--- src/rtl/calc_stack.sv ---
// calc_stack: button-driven accumulator calculator with undo history.
//
// Ports:
//   clk            single clock, rising edge
//   btnac          synchronous active-high reset
//   btnc / btnu    execute / undo buttons (level, act on rising edge)
//   btnl,btnr,btnd opcode select {btnl,btnr,btnd}
//   sw             operand B
//   led            accumulator value (registered)
//   busy           high while the shift-add multiply iterates
//   ovf            overflow flag of the last completed operation
//   hist_cnt       number of valid undo-history entries
module calc_stack #(
  parameter int WIDTH = 16,
  parameter int DEPTH = 4
) (
  input  logic                         clk,
  input  logic                         btnac,
  input  logic                         btnc,
  input  logic                         btnu,
  input  logic                         btnl,
  input  logic                         btnr,
  input  logic                         btnd,
  input  logic [WIDTH-1:0]             sw,
  output logic [WIDTH-1:0]             led,
  output logic                         busy,
  output logic                         ovf,
  output logic [$clog2(DEPTH+1)-1:0]   hist_cnt
);
  localparam int SHW = $clog2(WIDTH);
  localparam int CW  = $clog2(DEPTH+1);
  localparam int PW  = (DEPTH > 1) ? $clog2(DEPTH) : 1;
  localparam int MCW = $clog2(WIDTH+1);

  typedef enum logic {IDLE, MUL} state_t;

  state_t                 state_q, state_d;
  logic [WIDTH-1:0]       acc_q, acc_d;
  logic                   ovf_q, ovf_d;
  logic                   btnc_q, btnu_q;
  logic [CW-1:0]          hist_cnt_q;
  logic [PW-1:0]          wr_ptr_q;
  logic [WIDTH-1:0]       hist_q [DEPTH];

  logic [2*WIDTH-1:0]     mcand_q, prod_q, prod_nxt;
  logic [WIDTH-1:0]       mplier_q;
  logic [MCW-1:0]         mcnt_q;

  logic [2:0]             op;
  logic                   exec_press, undo_press;
  logic                   push, pop, mul_start, mul_step;
  logic [PW-1:0]          ptr_inc, ptr_dec;
  logic [WIDTH-1:0]       alu_res;
  logic                   alu_ovf;

  function automatic logic add_ovf(input logic signed [WIDTH-1:0] a,
                                   input logic signed [WIDTH-1:0] b,
                                   input logic signed [WIDTH-1:0] r);
    return ((a < 0) == (b < 0)) && ((r < 0) != (a < 0));
  endfunction

  function automatic logic sub_ovf(input logic signed [WIDTH-1:0] a,
                                   input logic signed [WIDTH-1:0] b,
                                   input logic signed [WIDTH-1:0] r);
    return ((a < 0) != (b < 0)) && ((r < 0) != (a < 0));
  endfunction

  assign op         = {btnl, btnr, btnd};
  assign exec_press = btnc & ~btnc_q;
  assign undo_press = btnu & ~btnu_q;

  // Circular history: wr_ptr_q is the next free slot, top of stack is one below.
  assign ptr_inc = (wr_ptr_q == PW'(DEPTH-1)) ? '0 : wr_ptr_q + 1'b1;
  assign ptr_dec = (wr_ptr_q == '0) ? PW'(DEPTH-1) : wr_ptr_q - 1'b1;

  assign prod_nxt = prod_q + (mplier_q[0] ? mcand_q : '0);

  always_comb begin
    alu_res = acc_q;
    alu_ovf = 1'b0;
    unique case (op)
      3'b000: alu_res = acc_q >> sw[SHW-1:0];
      3'b001: alu_res = acc_q << sw[SHW-1:0];
      3'b010: begin
        alu_res = acc_q + sw;
        alu_ovf = add_ovf(acc_q, sw, alu_res);
      end
      3'b011: begin
        alu_res = acc_q - sw;
        alu_ovf = sub_ovf(acc_q, sw, alu_res);
      end
      3'b100: alu_res = acc_q;
      3'b101: alu_res = ~(acc_q | sw);
      3'b110: alu_res = ~(acc_q & sw);
      3'b111: alu_res = acc_q ^ sw;
      default: alu_res = acc_q;
    endcase
  end

  always_comb begin
    state_d   = state_q;
    acc_d     = acc_q;
    ovf_d     = ovf_q;
    push      = 1'b0;
    pop       = 1'b0;
    mul_start = 1'b0;
    mul_step  = 1'b0;
    unique case (state_q)
      IDLE: begin
        if (exec_press) begin
          if (op == 3'b100) begin
            state_d   = MUL;
            mul_start = 1'b1;
          end else begin
            acc_d = alu_res;
            ovf_d = alu_ovf;
            push  = 1'b1;
          end
        end else if (undo_press && (hist_cnt_q != '0)) begin
          acc_d = hist_q[ptr_dec];
          ovf_d = 1'b0;
          pop   = 1'b1;
        end
      end
      MUL: begin
        mul_step = 1'b1;
        // Last of WIDTH iterations: commit the finished product directly.
        if (mcnt_q == MCW'(WIDTH-1)) begin
          acc_d   = prod_nxt[WIDTH-1:0];
          ovf_d   = |prod_nxt[2*WIDTH-1:WIDTH];
          push    = 1'b1;
          state_d = IDLE;
        end
      end
      default: state_d = IDLE;
    endcase
  end

  // Control state: reset also reloads the button history so a held button
  // does not fire on reset release.
  always_ff @(posedge clk) begin
    btnc_q <= btnc;
    btnu_q <= btnu;
    if (btnac) begin
      state_q    <= IDLE;
      acc_q      <= '0;
      ovf_q      <= 1'b0;
      hist_cnt_q <= '0;
      wr_ptr_q   <= '0;
    end else begin
      state_q <= state_d;
      acc_q   <= acc_d;
      ovf_q   <= ovf_d;
      if (push) begin
        wr_ptr_q <= ptr_inc;
        if (hist_cnt_q != CW'(DEPTH)) hist_cnt_q <= hist_cnt_q + 1'b1;
      end else if (pop) begin
        wr_ptr_q   <= ptr_dec;
        hist_cnt_q <= hist_cnt_q - 1'b1;
      end
    end
  end

  // Datapath: multiplier operands latched at the press, history storage.
  always_ff @(posedge clk) begin
    if (mul_start) begin
      mcand_q  <= {{WIDTH{1'b0}}, acc_q};
      mplier_q <= sw;
      prod_q   <= '0;
      mcnt_q   <= '0;
    end else if (mul_step) begin
      prod_q   <= prod_nxt;
      mcand_q  <= mcand_q << 1;
      mplier_q <= mplier_q >> 1;
      mcnt_q   <= mcnt_q + 1'b1;
    end
    if (push) hist_q[wr_ptr_q] <= acc_q;
  end

  assign led      = acc_q;
  assign busy     = (state_q == MUL);
  assign ovf      = ovf_q;
  assign hist_cnt = hist_cnt_q;

endmodule

--- config.mk ---
export PLATFORM = sky130hd
export DESIGN_NAME = calc_stack
export DESIGN_NICKNAME = d
export VERILOG_FILES = /design/src/rtl/calc_stack.sv
export SDC_FILE = /design/constraint.sdc
export NUM_CORES = 1
export LEC_CHECK = 0
export BUFFER_PORTS_ARGS = -buffer_cell sky130_fd_sc_hd__buf_2
export CAP_MARGIN = 20
export CORE_MARGIN = 2
export CORE_UTILIZATION = 55
export CTS_CLUSTER_DIAMETER = 60
export DETAILED_ROUTE_END_ITERATION = 10
export GPL_TIMING_DRIVEN = 0
export PLACE_DENSITY_LB_ADDON = 0.12
export SYNTH_ARGS = -nofsm -noshare
export SYNTH_HDL_FRONTEND = slang
export SYNTH_SLANG_ARGS = --single-unit
--- constraint.sdc ---
create_clock -name clk -period 4 [get_ports clk]
set_clock_uncertainty 0.2 [all_clocks]
set_input_delay 0.4 -clock clk [delete_from_list [all_inputs] [get_ports clk]]
set_output_delay 0.4 -clock clk [all_outputs]
set_load 0.01 [all_outputs]
==> impl_results.md <==
* Layout cells sized above 1 at 0.119
* DR vias/cell at 6.64
* Worst-skew pair later-pin latency at 0.45 ns
* IR drop worst, VDD at 0.304 mV
* Overflow after GRT at 0
* Wirelength per Cell at 24.4 um
* # DRC at 0
* Nets at 1565
* HP Class: input port to flop
* Worst setup EP type: flop
* Die Ht at 154 um
* Fillers at 1895
* Root buffer cell: clkbuf_16
* Crit path DAT at 4.08 ns
* CTS H-Tree Depth at 4
* P_leak at 5.44 nW
* Buffers on Ports at 43
* PwrDens at 421 mW/mm2
* Chip width at 154 um
* Top cell type's share of synthesized area at 0.234
* Final setup violation count at 0
* Initial DRC Count at 1414
* CTS buffer count at 17
* EDFF count, synth at 96
* TritonRoute pass-1 iters at 8
* RSZ-0062 raised after global routing: true
* Met2 Wirelength at 19000 um
* Final cell count without fillers at 1741
* Fmax at 0.253 GHz
* Clock-pin slew on the worst setup and hold paths at 0.07 ns
* Synthesis Warnings at 0
* Post-DRT Antenna Nets at 0
* Crit path time final at 3.95 ns
* Status: finished clean
* Placed cell count at 1703
* Post-synth ARST share at 0
* DP Wirelength at 31800 um
* Slew at the pin closest to its max-slew limit at 1.06 ns
* Sinks on the clock net at 174
* Sequential-to-total area share from yosys stat at 0.360
* Mapped Nets at 1498
* Met1 wire length at 18200 um
* CP max FO at 12
* Effective utilization at floorplan at 0.564
* Hold Worst Slack at 0.0764 ns
* Initial antenna violation count at 1
* Total power at 5.81 mW
* CP Class: flop to flop
* Placer Congestion at 1.03
* CTS tree: yes
* Routed length on met3 at 3900 um
* DR top layer: met4
* Number of primary I/O pins at 44
* Ys flop type: edfxtp_1
* Die area at 0.0236 mm2
* Cell count after synthesis at 1379
* Placement row count at 54
* Period Utilization, post-route at 0.987
* Slew HR at 0.285
* Max_cap viols at 0
* Area growth from synthesis to layout at 11.8%
* GR Util All Layers at 0.358
* Seq cells post-synth at 174
* Largest net degree at the start of global routing at 27
* Number of global-route vias before repair at 10800
* Mean Syn Cell Area at 8.95 um2
* Top cells by area, synth: edfxtp_1 (23%), dfxtp_1 (13%), ha_1 (9.3%)
* Worst endpoint required time at 4.14 ns
* WL final at 42500 um
* Startpoint Class: flop
* Post-synth cell types at 85
* Synth area leader: edfxtp_1
* Final Hold Vio Count at 0
* CTS max path bufs at 2
* Core footprint at 0.0219 mm2
* Via Count at 11600
* Slew Limit Fails at 0
* Netlist Area Pre-Place at 0.0123 mm2
* First-pass GRT wire length at 64800 um
==> path summary, 6_finish.rpt <==
check                                start          end  slack (ns)  cells past startpoint
worst max-delay path                led[5]       led[9]        0.05                     11
worst min-delay path                 btnac  wr_ptr_q[0]        0.08                      2
worst max register to register      led[5]       led[9]        0.05                     11
worst min register to register  prod_q[12]   prod_q[12]        0.25                      2
==> layout make-up <==
class                           instances  area, um2  area share
Sequential cell                       174       4460       0.323
Clock inverter                         15        218      0.0158
Clock buffer                           17        425      0.0308
Inverter                               63        244      0.0177
Antenna cell                            2       5.00    0.000363
Timing Repair Buffer                   54        328      0.0238
Tap cell                              280        350      0.0254
Buffer                                 79        322      0.0233
Multi-Input combinational cell       1057       7440       0.540
==> critical path: stages (launching register included) <==
cell and delay [ns]:
dfxtp_2 0.52, inv_1 0.28, ha_1 0.35, buf_2 0.23, inv_2 0.07, a22o_1 0.23
a311oi_1 0.46, o21ai_1 0.22, a2111oi_2 0.47, nor4_1 0.16, or4_1 0.43, a221oi_1 0.24
==> sequential cells by signal (all words and copies together) (netlist names), 2 cells and up <==
name,cells
hist_cnt,3
hist_q,64
led,16
mcand_q,32
mcnt_q,5
mplier_q,16
prod_q,32
wr_ptr_q,2
==> what timing repair did <==
action,CTS,global route
pin swaps,2,5
hold buffers,2,0
buffers inserted,4,3
setup endpoints to repair,6,7
gates resized for setup,16,25
endpoints found under the hold margin,2,0
==> power breakdown <==
group | leakage [nW] | switching (mW) | internal, mW
Combinational | 3.61 | 1.10 | 0.664
Clock | 0.307 | 0.886 | 0.875
Sequential | 1.53 | 0.208 | 2.07
Total | 5.44 | 2.20 | 3.61
==> layer usage <==
layer  vias up  global-route usage
met1      5532               0.511
met4         0               0.125
met5         -                   0
met2       659               0.554
met3       108              0.0572
li1       5266                   -
==> layout by cell type, fill, tap and decap left out, drive strengths merged, types with 15 or more instances in the layout <==
master,instances
nand2,148
o21ai,126
nor2,108
edfxtp,96
ha,92
a21oi,90
dfxtp,78
buf,74
clkbuf,73
inv,65
and2,37
nor3,36
mux2i,31
a22o,25
xnor2,21
mux4,20
o211ai,20
a31oi,19
nand3,17
a21o,17
o22ai,17
a211oi,16
o31ai,15
==> cell usage after synthesis (18+ instances only) <==
cell,number
a21oi_1,90
a22o_1,25
a31oi_1,18
and2_1,37
clkbuf_1,64
dfxtp_1,78
edfxtp_1,96
ha_1,92
inv_1,57
mux2i_1,31
mux4_2,20
nand2_1,148
nor2_1,107
nor3_1,36
o211ai_1,19
o21ai_0,118
xnor2_1,21
==> per-stage QoR <==
stage               setup slack, ns  instance area (um2)   util  TNS (ns)
floorplan                     0.374                12300      -         0
global placement              -1.00                12900  0.589     -4.84
detailed placement           -0.971                12900  0.591     -4.82
CTS                        0.000240                13700  0.625         0
global route                -0.0290                13800  0.630   -0.0290
finish                       0.0513                13800  0.630         0
==> cell families (layout without fill, tap and decap cells) <==
logic type      count (synthesis)  count (layout)  share of synthesized area
simple gates                  418             418                      0.158
mux                            54              54                     0.0644
flops                         174             174                      0.360
xor+xnor                       35              35                     0.0248
other cells                     0               2                          0
buf+inv                       148             228                     0.0468
fa+ha+maj                      96              96                     0.0998
compound gates                454             454                      0.246
Power figures use the tool's default switching activity.
